--- config.mk ---
export PLATFORM = sky130hd
export DESIGN_NAME = buzzer_seq
export DESIGN_NICKNAME = d
export VERILOG_FILES = /design/src/rtl/buzzer_seq.sv
export SDC_FILE = /design/constraint.sdc
export NUM_CORES = 1
export LEC_CHECK = 0
export BUFFER_PORTS_ARGS = -buffer_cell sky130_fd_sc_hd__buf_2
export CORE_MARGIN = 4
export CORE_UTILIZATION = 49
export CTS_BUF_LIST = sky130_fd_sc_hd__clkbuf_16
export CTS_CLUSTER_DIAMETER = 30
export DETAILED_ROUTE_END_ITERATION = 12
export GPL_TIMING_DRIVEN = 0
export HOLD_SLACK_MARGIN = 0.08
export PLACE_DENSITY = 0.66
export SLEW_MARGIN = 10
export SYNTH_ARGS = -nofsm -noshare
export SYNTH_HDL_FRONTEND = slang
export SYNTH_SLANG_ARGS = --single-unit
--- constraint.sdc ---
create_clock -name clk -period 9.5 [get_ports clk]
set_input_delay 0.95 -clock clk [delete_from_list [all_inputs] [get_ports clk]]
set_output_delay 0.95 -clock clk [all_outputs]
set_load 0.02 [all_outputs]
--- src/rtl/buzzer_seq.sv ---
// Buzzer tone/cadence sequencer: plays REPS bursts of a table-selected square wave
// separated by silent gaps, with busy/done handshake and abort.
module buzzer_seq #(
   parameter int unsigned CLK_HZ  = 100000000,
   parameter int unsigned N_TONES = 4,
   parameter int unsigned HP_W    = 20,
   parameter logic [N_TONES*HP_W-1:0] TONE_HALF =
      {20'd265000, 20'd165000, 20'd65000, 20'd35000},
   parameter int unsigned MS_W    = 10,
   parameter int unsigned REP_W   = 4,
   parameter int unsigned SEL_W   = (N_TONES > 1) ? $clog2(N_TONES) : 1
) (
   input  logic             clk,
   input  logic             rst,
   input  logic             start,
   input  logic             stop,
   input  logic [SEL_W-1:0] tone_sel,
   input  logic [MS_W-1:0]  on_ms,
   input  logic [MS_W-1:0]  off_ms,
   input  logic [REP_W-1:0] reps,
   output logic             busy,
   output logic             done,
   output logic             buzzer_out
);

   localparam int unsigned MS_DIV = CLK_HZ / 1000;
   localparam int unsigned PS_W   = $clog2(MS_DIV + 1);
   localparam logic [PS_W-1:0] PS_LAST = PS_W'(MS_DIV - 1);

   typedef enum logic [1:0] {S_IDLE, S_ON, S_OFF} state_t;

   state_t             state_q, state_d;
   logic [PS_W-1:0]    pre_q, pre_d;
   logic [MS_W-1:0]    ms_q, ms_d;
   logic [HP_W-1:0]    tcnt_q, tcnt_d;
   logic               buz_q, buz_d;
   logic               done_q, done_d;
   logic [HP_W-1:0]    half_q, half_d;
   logic [MS_W-1:0]    on_q, on_d;
   logic [MS_W-1:0]    off_q, off_d;
   logic [REP_W-1:0]   reps_q, reps_d;

   logic [HP_W-1:0]    sel_half;
   logic               sel_ok;
   logic               ms_tick;
   logic               restart;

   always_comb begin
      sel_half = '0;
      for (int unsigned i = 0; i < N_TONES; i++) begin
         if (32'(tone_sel) == i) sel_half = TONE_HALF[i*HP_W +: HP_W];
      end
      sel_ok = (32'(tone_sel) < N_TONES);
   end

   assign ms_tick = (pre_q == PS_LAST);

   always_comb begin
      state_d = state_q;
      pre_d   = pre_q;
      ms_d    = ms_q;
      tcnt_d  = tcnt_q;
      buz_d   = buz_q;
      done_d  = 1'b0;
      half_d  = half_q;
      on_d    = on_q;
      off_d   = off_q;
      reps_d  = reps_q;
      restart = 1'b0;

      if (state_q != S_IDLE) begin
         if (ms_tick) begin
            pre_d = '0;
            ms_d  = ms_q + MS_W'(1);
         end else begin
            pre_d = pre_q + PS_W'(1);
         end
      end

      unique case (state_q)
         S_IDLE: begin
            if (start && (reps != '0) && sel_ok) begin
               state_d = S_ON;
               restart = 1'b1;
               half_d  = sel_half;
               on_d    = (on_ms == '0) ? MS_W'(1) : on_ms;
               off_d   = off_ms;
               reps_d  = reps;
            end
         end
         S_ON: begin
            if (tcnt_q == half_q - HP_W'(1)) begin
               tcnt_d = '0;
               buz_d  = ~buz_q;
            end else begin
               tcnt_d = tcnt_q + HP_W'(1);
            end
            if (stop) begin
               state_d = S_IDLE;
               restart = 1'b1;
            end else if (ms_tick && (ms_q == on_q - MS_W'(1))) begin
               restart = 1'b1;
               if (reps_q == REP_W'(1)) begin
                  state_d = S_IDLE;
                  done_d  = 1'b1;
               end else begin
                  reps_d  = reps_q - REP_W'(1);
                  state_d = (off_q == '0) ? S_ON : S_OFF;
               end
            end
         end
         S_OFF: begin
            if (stop) begin
               state_d = S_IDLE;
               restart = 1'b1;
            end else if (ms_tick && (ms_q == off_q - MS_W'(1))) begin
               state_d = S_ON;
               restart = 1'b1;
            end
         end
         default: begin
            state_d = S_IDLE;
            restart = 1'b1;
         end
      endcase

      // Every state entry (including ON re-entry) starts timing and tone phase from zero.
      if (restart) begin
         pre_d  = '0;
         ms_d   = '0;
         tcnt_d = '0;
         buz_d  = 1'b0;
      end
   end

   always_ff @(posedge clk or negedge rst) begin
      if (!rst) begin
         state_q <= S_IDLE;
         pre_q   <= '0;
         ms_q    <= '0;
         tcnt_q  <= '0;
         buz_q   <= 1'b0;
         done_q  <= 1'b0;
         half_q  <= '0;
         on_q    <= '0;
         off_q   <= '0;
         reps_q  <= '0;
      end else begin
         state_q <= state_d;
         pre_q   <= pre_d;
         ms_q    <= ms_d;
         tcnt_q  <= tcnt_d;
         buz_q   <= buz_d;
         done_q  <= done_d;
         half_q  <= half_d;
         on_q    <= on_d;
         off_q   <= off_d;
         reps_q  <= reps_d;
      end
   end

   assign busy       = (state_q != S_IDLE);
   assign done       = done_q;
   assign buzzer_out = buz_q;

endmodule

Word-level counts from Yosys, hierarchy flattened

Cells that the tools add are included.

Add/subtract/negate cells: 7
Equal/unequal tests: 16
Mux-type cells: 40
Bitwise gates (word level): 1
Reductions and logical operators: 19

Operator list:

| cell                                                | count |
|---|---|
| 2-to-1 mux 20 bit                                   | 4 |
| 2-to-1 mux 17 bit                                   | 3 |
| 2-to-1 mux 10 bit                                   | 4 |
| 2-to-1 mux 16 bit                                   | 2 |
| adder 20 x 1 -> 20 bit (second input constant)      | 1 |
| equality test 10 bit                                | 2 |
| equality test 20 bit                                | 1 |
| zero test 10 bit                                    | 2 |
| subtractor 10 x 1 -> 10 bit (second input constant) | 2 |
| subtractor 20 x 1 -> 20 bit (second input constant) | 1 |
| 2-to-1 mux 18 bit                                   | 1 |
| adder 17 x 1 -> 17 bit (second input constant)      | 1 |
| equality test 17 bit (second input constant)        | 1 |
| 2-to-1 mux 4 bit                                    | 4 |
| 2-to-1 mux 2 bit                                    | 7 |
| 2-to-1 mux 1 bit                                    | 12 |
| nonzero test 2 bit                                  | 6 |
| adder 10 x 1 -> 10 bit (second input constant)      | 1 |
| inequality test 2 bit (second input constant)       | 4 |
| case mux 4 bit (2 select lines)                     | 1 |
| equality test 2 bit (second input constant)         | 3 |
| inequality test 3 bit (second input constant)       | 2 |
| case mux 2 bit (3 select lines)                     | 1 |
| AND reduction 2 bit                                 | 3 |
| 10 further kinds                                    | 14 |

Register bits: 95
Input bits: 30
Output and inout bits: 3
Logic and storage cells: 93

Depth between registers and ports, before layout

Gate-level depths: netlist of the first run.

Depth in word-level cells: 8
Gate-level depth with buffers: 13

Least setup slack after synthesis of the first run

No wires, ideal clock.

Kind: reg2reg
Start point: register pre_q[8]
End point: register pre_q[14]
Arrival: 3.181 ns
Required time: 9.422 ns
Slack: 6.241 ns
Stages on the path, launching flop included: 11
Clock period less this slack: 3.259 ns
Path through: dfrtp_1 buf_6 or4_1 or4_4 nor4_2 o2111ai_1 o21a_2 a31o_1 buf_6 or4_1 a21oi_1

Word-level cells in the longest chain between the ends: 6
Elaborated cells between the ends (all ways): 13

RTL lines:

| element                                                                        | RTL line | source |
|---|---|---|
| start: declaration                                                             | 33       | `logic [PS_W-1:0] pre_q, pre_d;` |
| start signal: assignment                                                       | 150      | `pre_q <= pre_d;` |
| parallel branches: the longest is 6 deep, another holds adder 17 x 1 -> 17 bit | n/a      |  |

Parallel ways; which one is timed is not known. The select of a mux whose other input is x is not followed.
A chain may end at the register's enable or synchronous reset.

Worst setup path after layout of the first run

Start point: register pre_q[8]
End point: register tcnt_q[0]

Word-level cells in the longest chain between the ends: 6
Elaborated cells between the ends (all ways): 10

RTL lines:

| element                                                 | RTL line | source |
|---|---|---|
| equality test 17 bit *                                  | 56       | `assign ms_tick = (pre_q == PS_LAST);` |
| logical AND 1 bit (on tied branches)                    | 116, 101 |  |
| 2-to-1 mux 1 bit (on tied branches)                     | 116, 101 |  |
| 2-to-1 mux 1 bit (on tied branches)                     | 113, 98  |  |
| case mux 1 bit (3 select lines) *                       | 80       | `unique case (state_q)` |
| 2-to-1 mux 20 bit or nonzero test 2 bit (tied branches) | n/a      |  |
| end signal: assignment                                  | 152      | `tcnt_q <= tcnt_d;` |
| end: declaration                                        | 35       | `logic [HP_W-1:0] tcnt_q, tcnt_d;` |

Mark *: on every way between the ends. The rest lies on a longest branch, timed or not.

==> results of run 1 <==
## power by group through the flow
stage	clock, mW	sequential, mW	combinational (mW)
after detailed placement	0	0.532	0.712
after floorplan	0	0.506	0.538
after global routing	0.364	0.540	0.819
final	0.340	0.529	0.724
after CTS	0.347	0.527	0.718
after global placement	0	0.528	0.685
## layout make-up
cell class	instances	area [um^2]	share of cell area [%]
clock buffers	9	225	3.64
clock inverters	6	50.0	0.808
plain buffers	29	129	2.08
multi-input cells	514	3210	51.8
flip-flops and latches	84	2100	33.9
repair buffers	33	190	3.07
well taps	140	175	2.83
inverters	31	116	1.88
## per-stage QoR
| step | hold slack [ps] | instance area [um^2] |
|---|---|---|
| 2_1_floorplan | 465 | 5540 |
| 3_3_place_gp | 489 | 5870 |
| 3_5_place_dp | 491 | 5910 |
| 4_1_cts | 505 | 6190 |
| 5_1_grt | 549 | 6190 |
| 6_report | 501 | 6190 |
## state kept, by name, indices dropped and copies added (netlist names)
signal / count
half_q: 9
done: 1
buzzer_out: 1
on_q: 10
off_q: 10
pre_q: 17
ms_q: 10
tcnt_q: 20
reps_q: 4
state_q: 2
## cell families (layout without fill, tap and decap cells)
group	count (synthesis)	in the layout	share of synthesized area [%]
buffers and inverters	60	108	4.43
XOR/XNOR	46	46	7.28
multiplexers	6	6	1.18
AND/OR/NAND/NOR	296	296	27.5
AO/OA/AOI/OAI	147	147	17.4
adder cells (fa/ha/maj)	19	19	4.29
flip-flops	84	84	38.0
## worst max path at each step
stage	start	end	slack (ps)
after floorplan	pre_q[8]	pre_q[14]	6240
after CTS	pre_q[8]	tcnt_q[0]	5550
final	pre_q[8]	tcnt_q[0]	5510
after detailed placement	pre_q[8]	tcnt_q[0]	5600
after global routing	off_q[0]	ms_q[4]	5350
after global placement	half_q[15]	tcnt_q[14]	5420
## cell usage in the layout, fill, tap and decap left out, types with 5 or more instances in the layout
cell / synthesis / routed
nand3_1: 24 / 24
nor2_1: 47 / 47
nand2_1: 98 / 98
nor2b_1: 8 / 8
a31o_2: 5 / 5
nor3_1: 18 / 18
o21ai_0: 37 / 37
a211oi_1: 13 / 13
or4_1: 13 / 13
or2_2: 5 / 5
ha_1: 19 / 19
dfrtp_1: 84 / 84
nand4_1: 10 / 10
clkbuf_16: 0 / 9
nor3b_1: 6 / 6
xor2_1: 11 / 11
clkbuf_1: 21 / 21
buf_2: 4 / 35
nand3b_1: 5 / 5
a21oi_1: 36 / 36
or3_1: 13 / 13
a31oi_1: 9 / 9
inv_1: 31 / 34
o31ai_1: 6 / 6
xnor2_1: 35 / 35
nand2b_1: 9 / 9
and3_1: 13 / 13
## layer usage
layer | GRT usage [%] | wire (um) | share of wire (%) | vias up
li1 | - | - | - | 2459
met1 | 29.5 | 6410 | 45 | 2430
met2 | 37.2 | 6850 | 48 | 114
met3 | 3.22 | 461 | 3.3 | 34
met4 | 11.6 | 433 | 3.1 | 0
met5 | 0 | 0 | 0 | -
## tightest hold or removal path, stage by stage, from the launching register on
cell	delay, ps
dfrtp_1	360
nand2_1	50
nand2_1	60
==> impl_metrics.csv, run 1 <==
group,metric,value,unit
outcome,outcome,"finished clean",
critical_path,slowest_stage,"a31oi_1",
cells_and_area,insertedDiodeCount,0,
critical_path,r2r_end,"tcnt_q[0]",
floorplan,dieWidth,114,um
detailed_routing,first_pass_iters,5,
yosys,syn_area,5540,um^2
worst_hold_path,hold_start,"on_q[9]",
placed_design,post-place-ws,5600,ps
clock_tree,cts_tree,"done",
worst_hold_path,worstHoldEndpoint,"on_q[9]",
power,internal-power,0.901,mW
timing,tightest_slew,1040,ps
yosys,synth.distinct_cells,67,
global_route,antenna_found_initial,0,
cells_and_area,fin_nets,751,
yosys,yosys_warnings,0,
global_route,grt_pass1_wl,23.9,mm
critical_path,crit_chain,"buf_6 -> or4_1 -> or4_4 -> nor4_2 -> o2111ai_1 -> o21a_2 -> a31oi_1 -> buf_2 -> buf_2 -> nor2_1",
critical_path,cp.depth,10,
clock_tree,htree_levels,3,
detailed_routing,routed_wl,14.2,mm
floorplan,die_y,114,um
yosys,ys_seq_area_share,38.0,%
clock_tree,clk_pin_slew,60,ps
timing,finalSetupViolations,0,
yosys,postSynthCellCount,658,
yosys,yosys_most_used_dff,"dfrtp_1",
timing,max_freq,251,MHz
power,clockPowerShare,21.3,%
critical_path,worst_setup_path_end_kind,"register",
placed_design,port_buffers,32,
floorplan,start_util,50.6,%
cells_and_area,final_cells,846,
cells_and_area,syn_to_final_growth,11.9,%
power,power.total,1.59,mW
critical_path,path_max_fanout,10,
power,power_density,257,nW/um^2
critical_path,worstPathRequired,9720,ps
yosys,yosys.cell_count.top_type,"nand2_1",
timing,skew,6.12,ps
clock_tree,cts_resized,0,
clock_tree,cts_buffer_depth,2,
yosys,yosys-top-cells-area,"dfrtp_1 (38%), nand2_1 (6.6%), xnor2_1 (5.5%)",
clock_tree,cts_setup_buffers,0,
floorplan,core-area,10900,um^2
detailed_routing,routedWlPerCell,16.7,um
job,drv_cap,0,
power,seqPwrFrac,33.2,%
critical_path,crit_type,"register to register",
critical_path,cp.arrival,4210,ps
yosys,syn_area_per_cell,8.41,um^2
yosys,yosysTopAreaCell,"dfrtp_1",
clock_tree,cts.sinks,84,
global_route,overflow,0,
timing,hold_violations,0,
floorplan,die-area,13100,um^2
global_route,grt_use_total,22.8,%
timing,setup_ws,5510,ps
power,power_switching,0.692,mW
critical_path,cp-start-kind,"register",
critical_path,critPathBufInv,3,
timing,relSlewSlack,30.7,%
timing,setup_tns,0,ps
cells_and_area,drive_gt1_share,10.2,%
detailed_routing,vias,5037,
critical_path,cp_top_family,"simple AND/OR/NAND/NOR gates",
yosys,synth_seq_cells,84,
cells_and_area,fin_util,56.6,%
clock_tree,root_buffer,"clkbuf_16",
placed_design,dp_hpwl,10.3,mm
critical_path,slowest_delay,610,ps
power,swShare,43.4,%
clock_tree,cts_hold_buf,0,
clock_tree,clkLatencyLatePin,340,ps
critical_path,crit_top_cell,"buf_2",
floorplan,std_cell_rows,38,
detailed_routing,ant_nets,0,
critical_path,r2r_start,"pre_q[8]",
yosys,synth_edf_count,0,
yosys,synth_top_area_share,38.0,%
timing,fin_crit,3990,ps
timing,rsz0062_at_grt,"false",
detailed_routing,drt-vias-per-instance,5.95,
placed_design,place_inst,831,
global_route,grt_pass1_vias,4915,
floorplan,ioPinCount,33,
critical_path,rrSetupSlack,5510,ps
worst_hold_path,min_path_cells,2,
critical_path,rr_worst_depth,10,
yosys,syn_nets,707,
yosys,synthTopCellsByCount,"nand2_1 (98), dfrtp_1 (84), nor2_1 (47)",
placed_design,globalplace.congestion,0.864,
timing,finalCritPeriodShare,42.0,%
power,p_leak,2.64,nW
worst_hold_path,hp-class,"register to register",
timing,slew_violations,0,
clock_tree,numCtsBuffers,9,
yosys,synth-async-reset-ratio,100,%
detailed_routing,drc_errors,0,
power,ir_drop,141,uV
power,power.share.combinational,45.5,%
global_route,grt_max_degree,52,
detailed_routing,drt_iter0_drc,399,
cells_and_area,fillers,997,
Note: power is estimated with default switching activity, not from simulation.
==> run 2: changes to the inputs <==
- ABC_AREA: default -> 1
- PLACE_DENSITY: 0.66 -> 0.69
- clock period: 9.5 -> 3.5 ns (I/O delays scaled with it)
==> run 2 against run 1 <==
Net effect: clock skew is 4.0 ps higher; synthesized cell count is 43% higher; routed wire length is 10% higher.
==> impl_metrics.csv, run 2 <==
group,metric,value,unit
clock_tree,cts_setup_buffers,0,
placed_design,port_buffers,32,
floorplan,std_cell_rows,40,
yosys,synth_edf_count,0,
yosys,syn_area_per_cell,6.64,um^2
yosys,synth_seq_cells,84,
global_route,grt_max_degree,64,
detailed_routing,drt-vias-per-instance,5.20,
cells_and_area,final_common_cell,"nand2_1",
clock_tree,htree_levels,3,
yosys,yosys.cell_count.top_type,"nand2_1",
yosys,ys_seq_area_share,33.7,%
power,p_leak,3.38,nW
clock_tree,clkLatencyLatePin,350,ps
floorplan,die_y,121,um
job,drv_cap,0,
critical_path,worstPathRequired,3720,ps
global_route,grt_pass1_wl,26.5,mm
critical_path,crit_chain,"ha_1 -> nand3_2 -> inv_2 -> nand3_1 -> nor2_1 -> nand2_1 -> nor2_1 -> nand3_1 -> nand2_1 -> nand3_4 -> nand4_2 -> clkbuf_1 -> o21ai_0",
cells_and_area,fin_util,57.4,%
yosys,syn_area,6230,um^2
yosys,syn_nets,988,
timing,skew,10.1,ps
placed_design,dp_hpwl,11.8,mm
timing,setup_ws,836,ps
timing,fin_crit,2660,ps
detailed_routing,routed_wl,15.6,mm
floorplan,dieWidth,121,um
floorplan,core-area,12200,um^2
global_route,grt_pass1_vias,5587,
yosys,yosys-top-cells-area,"dfrtp_1 (34%), nand2_1 (18%), nand3_1 (7.1%)",
detailed_routing,vias,6016,
timing,hold_violations,0,
timing,rsz0062_at_grt,"false",
yosys,yosys_warnings,0,
placed_design,globalplace.congestion,0.875,
critical_path,cp.arrival,2880,ps
yosys,synthTopCellsByCount,"nand2_1 (299), nor2_1 (107), inv_1 (93)",
critical_path,cp_top_family,"simple AND/OR/NAND/NOR gates",
clock_tree,cts_tree,"done",
critical_path,path_max_fanout,10,
outcome,outcome,"finished clean",
yosys,synth-async-reset-ratio,100,%
power,power_density,728,nW/um^2
clock_tree,cts_buffer_depth,2,
detailed_routing,drt_iter0_drc,482,
floorplan,start_util,51.1,%
cells_and_area,insertedDiodeCount,0,
critical_path,slowest_delay,400,ps
cells_and_area,syn_to_final_growth,12.4,%
critical_path,crit_type,"register to register",
detailed_routing,first_pass_iters,5,
yosys,synth_top_area_share,33.7,%
critical_path,worst_setup_path_end_kind,"register",
critical_path,slowest_stage,"dfrtp_1",
clock_tree,clk_pin_slew,70,ps
critical_path,critPathBufInv,2,
yosys,yosysTopAreaCell,"dfrtp_1",
cells_and_area,largest-register,"tcnt_q",
timing,max_freq,375,MHz
detailed_routing,ant_nets,0,
global_route,grt_use_total,22.6,%
global_route,overflow,0,
yosys,synth.distinct_cells,39,
critical_path,cp-start-kind,"register",
detailed_routing,routedWlPerCell,13.5,um
timing,tightest_slew,876,ps
clock_tree,cts.sinks,84,
floorplan,die-area,14600,um^2
detailed_routing,drc_errors,0,
yosys,postSynthCellCount,939,
clock_tree,root_buffer,"clkbuf_16",
clock_tree,numCtsBuffers,9,
timing,slew_violations,0,
critical_path,rrSetupSlack,840,ps
cells_and_area,drive_gt1_share,10.0,%
cells_and_area,final_cell_mix,"nand2_1 (299), nor2_1 (107), inv_1 (93), nand3_1 (88), dfrtp_1 (84)",
timing,finalCritPeriodShare,76.1,%
timing,relSlewSlack,41.5,%
global_route,antenna_found_initial,0,
placed_design,post-place-ws,945,ps
floorplan,ioPinCount,33,
cells_and_area,fillers,1213,
cells_and_area,largestRegisters,"tcnt_q (20), pre_q (17)",
yosys,yosys_most_used_dff,"dfrtp_1",
cells_and_area,largest_register_ffs,20,
worst_hold_path,hp-class,"primary input to register",
timing,finalSetupViolations,0,
cells_and_area,fin_nets,1033,
timing,setup_tns,0,ps
power,ir_drop,397,uV
==> run 2: cell types whose count changed after synthesis, sizes merged, moves of 29 or more <==
cell | before | now
nor2 | 47 | 123
xnor2 | 35 | 6
inv | 31 | 100
xor2 | 11 | 40
nand3 | 24 | 93
o21ai | 38 | 77
nand2 | 98 | 301
a21oi | 36 | 2
==> run 2: worst paths after layout <==
check,startpoint,endpoint,depth (start not counted)
worst max-delay path,pre_q[0],tcnt_q[4],13
worst min-delay path,off_ms[1],off_q[1],3
worst max register to register,pre_q[0],tcnt_q[4],13
worst min register to register,on_q[9],on_q[9],2
max in group asynchronous,rst,pre_q[8],3
min in group asynchronous,rst,tcnt_q[18],2
==> run 2: timing repair <==
item | in CTS | in global routing
endpoints found under the hold margin | 21 | 0
hold buffers | 1 | 0
resized for setup | 0 | 0
==> run 2: per-stage QoR <==
step | cells | cell area (um^2) | total power [mW] | hold WS [ps]
after global routing | 1157 | 7010 | 5.57 | 211
after global placement | 1139 | 6610 | 3.91 | 496
after detailed placement | 1140 | 6640 | 3.94 | 275
after CTS | 1157 | 7010 | 5.13 | 192
final | 1157 | 7010 | 5.10 | 202
after floorplan | 939 | 6230 | 3.32 | 54.4
==> run 2: kinds of logic (layout without fill, tap and decap cells) <==
logic type,count (synthesis),after routing,synth area share [%]
buf+inv,127,177,8.25
simple gates,574,574,40.0
fa+ha+maj,19,19,3.81
xor+xnor,47,47,6.82
compound gates,88,88,7.45
flops,84,84,33.7
==> run 2: tightest hold or removal path: stages <==
cell and delay, ps:
buf_2 70, nand2_1 40, o21ai_0 50
==> run 2: report_power, final <==
| group | internal (mW) | switching, mW | leakage [nW] | total [mW] |
|---|---|---|---|---|
| combinational | 0.811 | 1.61 | 2.10 | 2.42 |
| clock | 0.767 | 0.410 | 0.169 | 1.18 |
| sequential | 1.22 | 0.285 | 1.11 | 1.51 |
==> run 2: final cells by class <==
cell class / instances / area, um^2 / area share (%)
Clock inverter: 7 / 139 / 1.98
Timing Repair Buffer: 34 / 200 / 2.86
Buffer: 24 / 128 / 1.82
Tap cell: 168 / 210 / 3.00
Multi-Input combinational cell: 728 / 3620 / 51.6
Inverter: 103 / 387 / 5.52
Clock buffer: 9 / 225 / 3.21
Sequential cell: 84 / 2100 / 30.0
==> run 2: per-layer routing <==
metal,track usage [%],wire length [um],up-vias,part of all wire (%)
met5,0,0,-,0
met4,8.71,384,0,2.5
met3,2.71,623,24,4.0
met2,37.4,7500,132,48
met1,30.2,7110,2757,46
li1,-,-,3103,-
==> run 3: changes to the inputs <==
- ABC_AREA: 1 -> 0
- clock period: 3.5 -> 2.35 ns (I/O delays scaled with it)
==> run 3 against run 2 <==
Net effect: the run now ends with setup timing left; routed wire length up 4.8%; sequential power up 49%; cell count fell by 23%; sequential cell count unchanged; hold slack lost 110 ps; total power increased by 63%; critical endpoint is now tcnt_q[17]; largest power group unchanged; critical path type unchanged; via count down 9.3%; non-clock buffer count up 51; die area fell by 10%.
==> impl_metrics.csv, run 3 (synthesized netlist as in run 1, its figures left out) <==
group,metric,value,unit
floorplan,core-area,10900,um^2
cells_and_area,final_common_cell,"nand2_1",
placed_design,post-place-ws,-1140,ps
cells_and_area,final_cell_mix,"nand2_1 (97), dfrtp_1 (81), xnor2_1 (34), buf_2 (32), buf_4 (32)",
critical_path,worst_setup_path_end_kind,"register",
floorplan,die_y,114,um
detailed_routing,routedWlPerCell,18.3,um
global_route,grt_pass1_wl,26.4,mm
timing,setup_ws,-932,ps
clock_tree,htree_levels,3,
clock_tree,cts_tree,"done",
floorplan,start_util,50.6,%
floorplan,dieWidth,114,um
job,drv_cap,0,
timing,relSlewSlack,40.5,%
global_route,grt_pass1_vias,5373,
cells_and_area,largestRegisters,"tcnt_q (20), pre_q (17)",
cells_and_area,fin_nets,799,
floorplan,ioPinCount,33,
clock_tree,root_buffer,"clkbuf_16",
critical_path,path_max_fanout,5,
global_route,grt_use_total,25.2,%
detailed_routing,drt-vias-per-instance,6.10,
cells_and_area,fin_util,68.4,%
critical_path,cp.arrival,3510,ps
placed_design,dp_hpwl,10.5,mm
detailed_routing,first_pass_iters,5,
critical_path,cp-start-kind,"register",
cells_and_area,design_area,7470,um^2
detailed_routing,drt_iter0_drc,459,
clock_tree,clk_pin_slew,70,ps
timing,tightest_slew,884,ps
placed_design,port_buffers,32,
detailed_routing,routed_wl,16.4,mm
floorplan,die-area,13100,um^2
global_route,grt_max_degree,56,
detailed_routing,vias,5457,
timing,fin_crit,3280,ps
worst_hold_path,hp-class,"primary input to register",
timing,slew_violations,0,
clock_tree,clkLatencyLatePin,350,ps
placed_design,place_area,6010,um^2
placed_design,globalplace.congestion,0.863,
timing,skew,10.1,ps
timing,hold_violations,0,
critical_path,crit_type,"register to register",
cells_and_area,insertedDiodeCount,0,
detailed_routing,ant_nets,0,
floorplan,std_cell_rows,38,
clock_tree,cts.sinks,84,
global_route,overflow,0,
power,p_leak,3.07,nW
cells_and_area,largest-register,"tcnt_q",
clock_tree,numCtsBuffers,9,
timing,rsz0062_at_grt,"true",
global_route,antenna_found_initial,0,
detailed_routing,drc_errors,0,
cells_and_area,largest_register_ffs,20,
outcome,violations,"setup timing",
power,ir_drop,764,uV
timing,max_freq,305,MHz
power,power_density,1110,nW/um^2
timing,finalSetupViolations,54,
timing,finalCritPeriodShare,140,%
outcome,outcome,"complete, but fails checks",
cells_and_area,syn_to_final_growth,35.0,%
clock_tree,cts_buffer_depth,2,
cells_and_area,drive_gt1_share,30.3,%
critical_path,worstPathRequired,2580,ps
timing,timing.hold.ws,89.7,ps
-- run 3: cell types whose count changed in the layout (fill, tap and decap cells not counted), moves of 17 or more --
cell	previous run	this run
a21oi_2	0	17
inv_1	93	29
nand3_1	88	24
nor2_1	107	31
o21ai_0	71	26
nand2_1	299	97
buf_4	1	32
xor2_1	40	11
xnor2_1	6	34
-- run 3: area by class of cell --
type | instances | area [um^2]
repair buffers | 83 | 669
plain buffers | 26 | 175
clock inverters | 7 | 98.8
multi-input cells | 515 | 3910
clock buffers | 9 | 225
inverters | 31 | 116
fillers | 841 | 3460
flip-flops and latches | 84 | 2110
well taps | 140 | 175
-- run 3: final timing paths --
path                                 from          to  slack, ps  cells after the start
min in group asynchronous             rst  half_q[17]        370                      2
worst min register to register    on_q[9]     on_q[9]        500                      2
worst min-delay path            off_ms[6]    off_q[6]         90                      3
max in group asynchronous             rst     on_q[2]       1330                      3
worst max-delay path             off_q[0]  tcnt_q[17]       -930                     15
worst max register to register   off_q[0]  tcnt_q[17]       -930                     15
-- run 3: through the flow --
step / setup TNS (ps) / power [mW] / instances
after floorplan: -27160 / 4.36 / 658
after global placement: -49930 / 5.05 / 830
after detailed placement: -50930 / 5.22 / 832
after CTS: -39740 / 7.60 / 881
after global routing: -42780 / 8.82 / 895
final: -37990 / 8.31 / 895
-- run 3: timing repair --
item	CTS	global route
endpoints found under the setup margin	55	70
cloned	4	0
pin swaps	25	36
resized for setup	77	94
hold endpoints to repair	32	2
hold buffers	4	2
setup buffers	27	16
-- run 3: layer usage --
layer	global-route usage, %	share of wire, %	up-vias
met1	32.0	42	2699
li1	-	-	2557
met5	0	0	-
met3	4.86	4.6	29
met4	7.84	2.0	0
met2	43.6	52	172
-- run 3: worst max-delay path, stage by stage, from the launching register on --
cell	delay [ps]
dfrtp_1	400
inv_2	80
ha_4	130
or4b_4	460
buf_6	150
o21ai_4	170
a211oi_4	90
o311a_4	430
buf_6	140
buf_4	140
a2111oi_4	280
buf_4	210
buf_4	120
a211oi_2	60
xnor2_1	240
nor2_2	70
-- run 3: power by group --
part	internal, mW	leakage (nW)	switching [mW]
Clock	0.939	0.156	0.629
Combinational	1.95	1.81	2.54
Sequential	1.77	1.10	0.474
Total	4.67	3.07	3.64
